<file path="src/rtl/regfile_write_arbiter_pkg.sv">
// Shared definitions for the register-file write port: geometry, FSM encoding
// and the row-address range check used by the arbiter top.
package regfile_write_arbiter_pkg;

    localparam int DATA_W   = 13;
    localparam int ADDR_W   = 3;
    localparam int NUM_REGS = 5;

    localparam logic [ADDR_W-1:0] LAST_ROW = ADDR_W'(NUM_REGS - 1);

    typedef enum logic {
        ST_IDLE  = 1'b0,
        ST_CLEAR = 1'b1
    } state_t;

    function automatic logic addr_valid(input logic [ADDR_W-1:0] addr);
        return int'(addr) < NUM_REGS;
    endfunction

endpackage

</file>
<file path="src/rtl/regfile_write_arbiter_rr_arbiter2.sv">
// Two-way round-robin arbiter: a requester masked as ineligible never wins,
// and on contention the requester not granted most recently wins.
module rr_arbiter2 (
    input  logic       clk,
    input  logic       rst_n,
    input  logic       en,
    input  logic [1:0] req,
    input  logic [1:0] mask,
    output logic [1:0] gnt
);

    logic       last_q;   // index of the most recent winner
    logic [1:0] elig;

    assign elig = req & ~mask & {2{en}};

    always_comb begin
        gnt = elig;
        if (elig == 2'b11) begin
            gnt = last_q ? 2'b01 : 2'b10;
        end
    end

    // Reset value 1 makes client 0 the favoured side after reset.
    always_ff @(posedge clk or negedge rst_n) begin
        if (!rst_n) begin
            last_q <= 1'b1;
        end else if (|gnt) begin
            last_q <= gnt[1];
        end
    end

endmodule

</file>
<file path="src/rtl/regfile_write_arbiter.sv">
// Owner of the register file's single write port: arbitrates two clients
// round-robin and runs a clear-all sequence that zeroes every row.
module regfile_write_arbiter
    import regfile_write_arbiter_pkg::*;
(
    input  logic              CLK,
    input  logic              CLRN,
    input  logic              req0,
    input  logic [ADDR_W-1:0] addr0,
    input  logic [DATA_W-1:0] data0,
    output logic              gnt0,
    input  logic              req1,
    input  logic [ADDR_W-1:0] addr1,
    input  logic [DATA_W-1:0] data1,
    output logic              gnt1,
    input  logic              clr_req,
    output logic              clr_busy,
    output logic              err,
    output logic [ADDR_W-1:0] WA,
    output logic [DATA_W-1:0] LD_DATA,
    output logic              WR,
    output state_t            dbg_state
);

    // Handshake: reqN is a level held with addrN/dataN stable until gntN is seen;
    // gntN is a one-cycle pulse, and a client granted this cycle cannot win at
    // the closing edge, so a req dropped in the gnt cycle never double-writes.

    state_t            state_q, state_d;
    logic [ADDR_W-1:0] cnt_q, cnt_d;
    logic              gnt0_d, gnt1_d, err_d, wr_d, busy_d;
    logic [ADDR_W-1:0] wa_d;
    logic [DATA_W-1:0] ld_d;
    logic              arb_en;
    logic [1:0]        win;
    logic [ADDR_W-1:0] win_addr;
    logic [DATA_W-1:0] win_data;

    // The final clear edge already arbitrates, so a waiting client is granted
    // in the very first cycle after clr_busy drops.
    assign arb_en = (state_q == ST_IDLE && !clr_req) ||
                    (state_q == ST_CLEAR && cnt_q == LAST_ROW);

    rr_arbiter2 u_arb (
        .clk   (CLK),
        .rst_n (CLRN),
        .en    (arb_en),
        .req   ({req1, req0}),
        .mask  ({gnt1, gnt0}),
        .gnt   (win)
    );

    always_comb begin
        state_d  = state_q;
        cnt_d    = cnt_q;
        gnt0_d   = 1'b0;
        gnt1_d   = 1'b0;
        err_d    = 1'b0;
        wr_d     = 1'b0;
        busy_d   = 1'b0;
        wa_d     = WA;
        ld_d     = LD_DATA;
        win_addr = win[1] ? addr1 : addr0;
        win_data = win[1] ? data1 : data0;

        case (state_q)
            ST_IDLE: begin
                if (clr_req) begin
                    state_d = ST_CLEAR;
                    cnt_d   = '0;
                    wr_d    = 1'b1;
                    wa_d    = '0;
                    ld_d    = '0;
                    busy_d  = 1'b1;
                end
            end
            ST_CLEAR: begin
                if (cnt_q == LAST_ROW) begin
                    state_d = ST_IDLE;
                    cnt_d   = '0;
                end else begin
                    cnt_d  = cnt_q + 1'b1;
                    wr_d   = 1'b1;
                    wa_d   = cnt_q + 1'b1;
                    ld_d   = '0;
                    busy_d = 1'b1;
                end
            end
            default: state_d = ST_IDLE;
        endcase

        if (|win) begin
            gnt0_d = win[0];
            gnt1_d = win[1];
            if (addr_valid(win_addr)) begin
                wr_d = 1'b1;
                wa_d = win_addr;
                ld_d = win_data;
            end else begin
                err_d = 1'b1;
            end
        end
    end

    always_ff @(posedge CLK or negedge CLRN) begin
        if (!CLRN) begin
            state_q  <= ST_IDLE;
            cnt_q    <= '0;
            gnt0     <= 1'b0;
            gnt1     <= 1'b0;
            err      <= 1'b0;
            WR       <= 1'b0;
            clr_busy <= 1'b0;
            WA       <= '0;
            LD_DATA  <= '0;
        end else begin
            state_q  <= state_d;
            cnt_q    <= cnt_d;
            gnt0     <= gnt0_d;
            gnt1     <= gnt1_d;
            err      <= err_d;
            WR       <= wr_d;
            clr_busy <= busy_d;
            WA       <= wa_d;
            LD_DATA  <= ld_d;
        end
    end

    assign dbg_state = state_q;

endmodule

</file>
<file path="config.mk">
export PLATFORM = sky130hd
export DESIGN_NAME = regfile_write_arbiter
export DESIGN_NICKNAME = d
export VERILOG_FILES = /design/src/rtl/regfile_write_arbiter_pkg.sv /design/src/rtl/regfile_write_arbiter_rr_arbiter2.sv /design/src/rtl/regfile_write_arbiter.sv
export SDC_FILE = /design/constraint.sdc
export NUM_CORES = 1
export LEC_CHECK = 0
export ABC_AREA = 1
export CAP_MARGIN = 20
export CORE_ASPECT_RATIO = 1.4
export CORE_MARGIN = 4
export CORE_UTILIZATION = 46
export DETAILED_ROUTE_END_ITERATION = 12
export PLACE_DENSITY = 0.87
export REMOVE_ABC_BUFFERS = 1
export SLEW_MARGIN = 20
export SYNTH_ARGS = -nofsm -noshare
export SYNTH_HDL_FRONTEND = slang
export SYNTH_SLANG_ARGS = --single-unit
</file>
<file path="constraint.sdc">
create_clock -name CLK -period 3.5 [get_ports CLK]
set_input_delay 0.525 -clock CLK [delete_from_list [all_inputs] [get_ports CLK]]
set_output_delay 0.525 -clock CLK [all_outputs]
set_load 0.1 [all_outputs]
</file>
==> metrics.txt, run 1 <==
largest cells by area after synthesis dfrtp_1 (41%), nand2_1 (17%), nand4_1 (6.0%), nand2_2 (5.5%), nand2_4 (3.8%); Crit Path Category reg -> out; Synth Area in Simple Gates 40.5%; Max FO, Critical Path 5; Worst Setup End Kind output port; Worst R2R Path Depth 11; vias in the first global route 1271; Num Clock Sinks 25; # fillers 265; post-synthesis sequential area ratio 42.7%; warning count from the yosys run 0; CP delay by family, top buffers and inverters; final antenna-violating net count 0; core area 3090 um2; unrepaired setup endpoints after global routing no; CTS tree done; Hold/Removal Path Class in -> async; CP max-delay cell clkdlybuf4s50_1; CP Depth 1; Layout area overhead 40.2%; final setup TNS 0 ps; clk_skew 7.37 ps; leading register cell type out of synthesis dfrtp_1; DRC viols 0; I/O pin cnt 59; die area 4170 um2; Tcrit/Tclk final 69.2%; Worst path max stage delay 1170 ps; largest net degree at the start of global routing 26; synthesized cell area 1470 um2; Die W 55.8 um; Worst Path Buf+Inv 1; Post-synth EDFFs 0; nets@finish 268; Fin. Hold Viols 0; Hold Slack 229 ps; post_cts resized 0; Clock Path Buffers 2; Async SR Flop Fraction 100%; Core Util, Final 66.6%; Fmax 413 MHz; Yosys top cell area share 40.9%; Via Count 1292; H-tree Lvls 1; ANT cells 0; CTS Buf Count 3; CTS hold repair buffers 0; Avg Cell Area, Syn 8.44 um2; routability cong. 0.770; initial core utilization 47.5%; critical path, cell by cell clkdlybuf4s50_1; clock period minus worst slack 2420 ps; Least-Margin Pin Slew 994 ps; IO buf count 58; final wirelength 3.23 mm; CP required 2970 ps; Reg area 627 um2; total gr overflow 0; adder-cell share of the synthesized area 1.70%; Multi-input gate area 702 um2; total global-route track usage 15.8%; largest family of logic cells by synthesized area simple AND/OR/NAND/NOR gates; First-pass DRT Iterations 4; antenna violations before repair 0; Max-Cap Viols 0; area fraction in compound gates after synthesis 5.03%; Post-DP HPWL 2.55 mm; Reg clk slew, reported paths 90 ps; Rows 24; Slew Viols, Final 0; Yosys reg bits 25; vias per inst 4.84; Gate Count Post-Synth 174; startpoint types flip-flop; placed cells 263; Worst slew margin 33.5%; first-pass GRT wire length 5.22 mm; Synth area leader dfrtp_1; Initial DRC Count 32; layout cells sized above 1 14.5%; Unique masters post-synth 30; total setup buffers inserted after CTS 0; CTS Root Cell clkbuf_8; Final Setup Violations 0; drt wl/cell 12.1 um; status completed; post-synthesis mux area share 0%; CP arrival 1900 ps; xor/xnor share of the synthesized area 0.596%; Die Y 74.9 um; worst skew pair latency 270 ps; Finished Layout Cells 267
## path summary, 6_finish.rpt
path / endpoint / startpoint / slack, ps
max: dbg_state / dbg_state / 1080
min: gnt0 / CLRN / 230
max reg2reg: LD_DATA[8] / cnt_q[0] / 1430
min reg2reg: LD_DATA[1] / LD_DATA[1] / 530
max in group asynchronous: WA[0] / CLRN / 2890
min in group CLK: LD_DATA[1] / LD_DATA[1] / 530
## registers in the layout, summed over array words and instances (netlist names)
name and count:
cnt_q 3, err 1, gnt0 1, LD_DATA 13, WA 3, WR 1, u_arb.last_q 1, gnt1 1
dbg_state 1
## cell usage after synthesis (2+ instances only)
library cell / count
nand3_1: 5
nor2_4: 2
buf_2: 2
o21ai_0: 5
ha_1: 2
nand4_1: 14
nand2_1: 67
nand3_4: 2
inv_1: 13
a21oi_1: 2
buf_6: 2
nand2_4: 5
nand2_2: 13
dfrtp_1: 24
## layer usage
layer	GRT usage, %	wire [um]
met1	14.7	1160
met2	31.6	1740
met3	4.46	268
met4	7.84	65
met5	0	0
## through the flow
stage | setup slack (ps) | cell area (um2)
after floorplan | 616 | 1390
after global placement | 1090 | 2020
after detailed placement | 1040 | 2020
after CTS | 1060 | 2060
after global routing | 1030 | 2060
final | 1080 | 2060
## worst register-to-register path, delay by kind of cell (launching register included)
family                   cells  cell delay (ps)
flip-flops                   1              360
adder cells (fa/ha/maj)      1              210
AND/OR/NAND/NOR              8             1130
buffers and inverters        2              320
## cells by family (layout without fill, tap and decap cells)
kind of cell	count (synthesis)	in the layout
compound gates	11	11
xor+xnor	1	1
fa+ha+maj	2	2
buf+inv	24	78
flops	25	25
simple gates	111	111
## placed cells by master, fill, tap and decap left out, types with 2 or more instances in the layout
cell type and n:
inv_1 13, nand3_4 2, nand4_1 14, clkdlybuf4s50_1 57, ha_1 2, nand2_2 13, nand2_4 5, a21oi_1 2
nand3_1 5, nand2_1 67, clkbuf_8 3, dfrtp_1 24, o21ai_0 5, nor2_4 2
## final cells by class
| class | count | area share [%] |
|---|---|---|
| multi-input cells | 125 | 34.1 |
| flip-flops and latches | 25 | 30.4 |
| repair buffers | 58 | 27.9 |
| inverters | 16 | 2.98 |
| well taps | 39 | 2.37 |
| clock buffers | 4 | 2.19 |
Power of run 1 is not shown: default switching activity piles up to over one toggle a cycle in this logic, so the estimate is an artifact.
==> run 2, diff against run 1 <==
--- a/config.mk
+++ b/config.mk
@@ -9,9 +9,9 @@
 export CAP_MARGIN = 20
 export CORE_ASPECT_RATIO = 1.4
 export CORE_MARGIN = 4
-export CORE_UTILIZATION = 46
+export CORE_UTILIZATION = 43
 export DETAILED_ROUTE_END_ITERATION = 12
-export PLACE_DENSITY = 0.87
+export PLACE_DENSITY = 0.83
 export REMOVE_ABC_BUFFERS = 1
 export SLEW_MARGIN = 20
 export SYNTH_ARGS = -nofsm -noshare
==> constraint.sdc (replaced) <==
create_clock -name CLK -period 2.29 [get_ports CLK]
set_input_delay 0.3435 -clock CLK [delete_from_list [all_inputs] [get_ports CLK]]
set_output_delay 0.3435 -clock CLK [all_outputs]
set_load 0.1 [all_outputs]
==> run 2 against run 1 <==
  * Via count up 2.3%
  * Clock skew fell by 3.0 ps
  * Setup slack lost 730 ps
  * Hold slack better by 190 ps
  * First-iteration DRC count decreased by 31%
  * Global-route usage fell by 0.12 points
  * Sequential cell count unchanged
  * Register-to-register slack worse by 1100 ps
  * Clock-buffer cell count down 1
  * Routed wire length rose by 3.7%
  * Die area up 6.1%
  * Critical path type is now reg -> reg
  * Critical endpoint is now LD_DATA[1]
==> metrics.txt, run 2 (synthesis results as in run 1) <==
Fin. Hold Viols 0; startpoint types flip-flop; Most flops, register LD_DATA; clk_skew 4.42 ps; CTS hold repair buffers 0; die area 4430 um2; final wirelength 3.35 mm; Worst slew margin 79.1%; Rows 24; Hold/Removal Path Class in -> async; H-tree Lvls 1; worst skew pair latency 270 ps; most frequent cells in the layout nand2_1 (67), clkdlybuf4s50_1 (36), buf_4 (26), dfrtp_1 (24), nand4_1 (14); vias in the first global route 1307; First-pass DRT Iterations 4; Fmax 516 MHz; reg-to-reg slack, setup 350 ps; Core Util, Final 63.5%; Least-Margin Pin Slew 314 ps; Reg clk slew, reported paths 90 ps; Tcrit/Tclk final 84.7%; final antenna-violating net count 0; largest net degree at the start of global routing 26; Worst Setup End Kind flip-flop; worst reg2reg path startpoint cnt_q[0]; Max FO, Critical Path 20; CTS Root Cell clkbuf_8; Via Count 1322; Layout area overhead 38.9%; RR Endpoint LD_DATA[1]; vias per inst 4.88; CP arrival 2150 ps; drt wl/cell 12.4 um; first-pass GRT wire length 5.64 mm; max reg flops 13; routability cong. 0.836; initial core utilization 45.7%; Post-DP HPWL 2.71 mm; IO buf count 58; unrepaired setup endpoints after global routing no; Clock Path Buffers 2; Critical path origin cnt_q[0]; core area 3210 um2; clock period minus worst slack 1940 ps; CP required 2500 ps; nets@finish 272; Die W 57.4 um; Initial DRC Count 22; Num Clock Sinks 25; Die Y 77.2 um; top flop regs LD_DATA x13, WA x3, cnt_q x3; # fillers 271; commonest non-fill, non-tap cell in the layout nand2_1; status completed; I/O pin cnt 59; post_cts resized 0; total setup buffers inserted after CTS 0; total gr overflow 0; CTS Buf Count 3; DRC viols 0; total global-route track usage 15.7%; ANT cells 0; Max-Cap Viols 0; layout cells sized above 1 25.4%; Final Setup Violations 0; CTS tree done; Worst R2R Path Depth 10; worst setup path endpoint LD_DATA[1]; Slew Viols, Final 0; antenna violations before repair 0; Crit Path Category reg -> reg
run 2: cell count changes in the layout (fill, tap and decap cells not counted), sizes merged:
cell / previous run / this run
buf: 1 / 26
clkbuf: 4 / 3
clkdlybuf4s50: 57 / 36
clkinv: 2 / 3
run 2: layer usage:
metal / track usage, % / share of wire (%)
met5: 0 / 0
met4: 7.89 / 2.8
met3: 3.03 / 6.7
met2: 28.6 / 54
met1: 16.5 / 36
run 2: final cells by class:
cell class	count	area [um2]	area share [%]
multi-input cells	125	702	34.4
flip-flops and latches	25	627	30.7
repair buffers	62	556	27.2
inverters	16	61.3	3.00
well taps	39	48.8	2.39
clock buffers	3	41.3	2.02
clock inverters	1	5.00	0.245
run 2: worst max-delay path, cell delays in order (launching register included):
cell and delay, ps:
dfrtp_1 390, inv_1 100, ha_1 190, nand2_2 80, nand2_4 110, nand4_1 180, o21ai_4 160, nand3_4 250
nand2_4 260, nand2_1 80, nand2_1 70
run 2: through the flow:
stage,setup slack [ps],hold slack (ps),TNS (ps),cells,instance area [um2]
floorplan,-594,47.9,-9870,166,1390
global placement,266,504,0,267,1990
detailed placement,144,509,0,267,1990
CTS,348,437,0,271,2040
global route,169,458,0,271,2040
finish,351,421,0,271,2040
run 2: worst min-delay path by stage:
stage                 start      endpoint  slack [ps]  cells past startpoint
6_report               CLRN          gnt1         420                      2
3_3_place_gp   u_arb.last_q  u_arb.last_q         500                      2
5_1_grt                CLRN      cnt_q[2]         460                      2
2_1_floorplan          CLRN    LD_DATA[0]          50                      0
3_5_place_dp     LD_DATA[0]    LD_DATA[0]         510                      2
4_1_cts                CLRN      cnt_q[2]         440                      2
Power of run 2 is left out for the same reason.
==> run 3, diff against run 2 <==
--- a/config.mk
+++ b/config.mk
@@ -9,9 +9,9 @@
 export CAP_MARGIN = 20
 export CORE_ASPECT_RATIO = 1.4
 export CORE_MARGIN = 4
-export CORE_UTILIZATION = 43
+export CORE_UTILIZATION = 39
 export DETAILED_ROUTE_END_ITERATION = 12
-export PLACE_DENSITY = 0.83
+export PLACE_DENSITY = 0.79
 export REMOVE_ABC_BUFFERS = 1
 export SLEW_MARGIN = 20
 export SYNTH_ARGS = -nofsm -noshare
==> constraint.sdc (replaced) <==
create_clock -name CLK -period 1.6 [get_ports CLK]
set_input_delay 0.24 -clock CLK [delete_from_list [all_inputs] [get_ports CLK]]
set_output_delay 0.24 -clock CLK [all_outputs]
set_load 0.1 [all_outputs]
==> run 3 against run 2 <==
  * The run now ends with negative setup slack left
  * First-iteration DRC count increased by 32%
  * Fmax increased by 14%
  * Clock-buffer cell count increased by 1
  * Clock skew increased by 5.3 ps
  * Sequential cell count unchanged
  * Sequential share of layout area decreased by 6.2 points
  * Final area increased by 25%
  * Non-clock buffer count increased by 24
  * Via count increased by 6.7%
  * Register-to-register slack got worse by 450 ps
  * Critical path depth increased by 2
  * Core utilization increased by 6.7 points
  * Critical endpoint is now LD_DATA[11]
==> metrics.txt, run 3 (synthesis results as in run 1) <==
status complete, but fails checks; failing checks negative setup slack; Max-Cap Viols 0; RR Endpoint LD_DATA[11]; Slew Viols, Final 0; Worst Path Buf+Inv 2; H-tree Lvls 1; combinational group share of total power 74.2%; nets@finish 296; Clk pwr share 6.0%; most frequent cells in the layout nand2_1 (64), clkdlybuf4s50_1 (36), dfrtp_1 (24), buf_4 (24), buf_12 (24); NetSw 3.32 mW; Hold/Removal Path Class in -> async; LEAKAGE 1.27 nW; IO buf count 58; core area 3640 um2; CTS hold repair buffers 0; I/O pin cnt 59; CTS Buf Count 3; Fmax 590 MHz; M1 WL 1.30 mm; worst setup path endpoint LD_DATA[11]; power per cell area 2400 nW/um2; final antenna-violating net count 0; ANT cells 0; largest net degree at the start of global routing 26; top flop regs LD_DATA x13, WA x3, cnt_q x3; CTS tree done; placed cells 285; commonest non-fill, non-tap cell in the layout nand2_1; die area 4830 um2; CP arrival 1850 ps; drt wl/cell 12.2 um; Fin. Hold Viols 0; Rows 26; first-pass GRT wire length 6.01 mm; critical path, cell by cell inv_2 > ha_4 > nand2_2 > nand2_4 > nand2_4 > nor2_4 > nand3b_1 > nand2_2 > nand3_4 > buf_12 > nand4_1 > nand2_1; DR WL met2 2.02 mm; clock period minus worst slack 1690 ps; CP delay by family, top simple AND/OR/NAND/NOR gates; post-route cell area 2560 um2; startpoint types flip-flop; Worst Setup End Kind flip-flop; worst reg2reg path startpoint cnt_q[0]; metal3 WL 242 um; Seq pwr share 19.8%; vias per inst 4.73; Critical path origin cnt_q[0]; max reg flops 13; layout cells sized above 1 34.4%; Post-DP HPWL 2.91 mm; Worst path max stage delay 410 ps; CP max-delay cell dfrtp_1; Worst slew margin 78.8%; Finished Layout Cells 298; Via Count 1411; vias in the first global route 1434; unrepaired setup endpoints after global routing yes; Int Power 2.83 mW; Crit Path Category reg -> reg; switching share of power 54.0%; dpl cell area 2410 um2; Die Y 80.6 um; DR top layer met4; First-pass DRT Iterations 4; Tcrit/Tclk final 106%; final wirelength 3.63 mm; initial core utilization 40.3%; Layout area overhead 74.3%; routability cong. 0.788; Clock Path Buffers 2; antenna violations before repair 0; Peak VDD IR 2.05 mV; Die W 59.9 um; CP required 1750 ps; total global-route track usage 16.1%; Most flops, register LD_DATA; Num Clock Sinks 25; total gr overflow 0; worst skew pair latency 270 ps; clk_skew 9.76 ps; Reg clk slew, reported paths 90 ps; setup ws final -94.4 ps; Least-Margin Pin Slew 318 ps; Final Setup Violations 16; DRC viols 0; Initial DRC Count 29; Worst R2R Path Depth 12; CP Depth 12; Max FO, Critical Path 10; CTS Root Cell clkbuf_8; reg-to-reg slack, setup -90 ps
run 3: how the worst min path moves through the flow:
stage | startpoint | endpoint | slack (ps) | cells after the start
2_1_floorplan | CLRN | LD_DATA[0] | -60 | 0
3_3_place_gp | u_arb.last_q | u_arb.last_q | 500 | 2
3_5_place_dp | u_arb.last_q | gnt0 | 510 | 2
4_1_cts | CLRN | dbg_state | 330 | 2
5_1_grt | CLRN | dbg_state | 350 | 2
6_report | CLRN | dbg_state | 320 | 2
run 3: metal layers:
layer	vias to the layer above	track usage [%]
met1	638	14.8
met3	7	4.02
met4	0	6.65
met5	-	0
li1	720	-
met2	46	31.6
run 3: power groups by stage:
stage               clock [mW]  sequential (mW)  combinational, mW
finish                   0.368             1.22               4.56
global route             0.403             1.25               4.79
CTS                      0.381             1.22               4.55
detailed placement           0             1.23               4.38
global placement             0             1.21               4.32
floorplan                    0             2.82              0.992
run 3: layout make-up:
class	instances	area, um2
Multi-Input combinational cell	125	731
Timing Repair Buffer	86	1040
Sequential cell	25	627
Clock buffer	4	45.0
Inverter	16	61.3
Fill cell	284	1080
Tap cell	42	52.6
run 3: per-stage QoR:
step / hold slack, ps / setup slack, ps / TNS, ps / total power, mW / util [%]
2_1_floorplan: -55.6 / -1280 / -26560 / 3.81 / -
5_1_grt: 346 / -189 / -2740 / 6.45 / 70.3
4_1_cts: 328 / -107 / -1480 / 6.15 / 69.6
3_3_place_gp: 502 / -196 / -2990 / 5.54 / 66.2
6_report: 322 / -94.4 / -1300 / 6.15 / 70.3
3_5_place_dp: 513 / -260 / -3920 / 5.61 / 66.2
run 3: repair_timing:
| item | 4_1_cts | 5_1_grt |
|---|---|---|
| cloned | 1 | 0 |
| pin swaps | 2 | 2 |
| endpoints found under the hold margin | 0 | 0 |
| endpoints found under the setup margin | 17 | 18 |
| buffers inserted | 6 | 2 |
| resized for setup | 8 | 3 |
run 3: worst register-to-register path, stage by stage, from the launching register on:
cell      delay, ps
dfrtp_1         410
inv_2            90
ha_4            130
nand2_2          60
nand2_4         100
nand2_4          80
nor2_4           90
nand3b_1         90
nand2_2         100
nand3_4         140
buf_12          180
nand4_1          70
nand2_1          60
(Power assumes the default switching activity.)
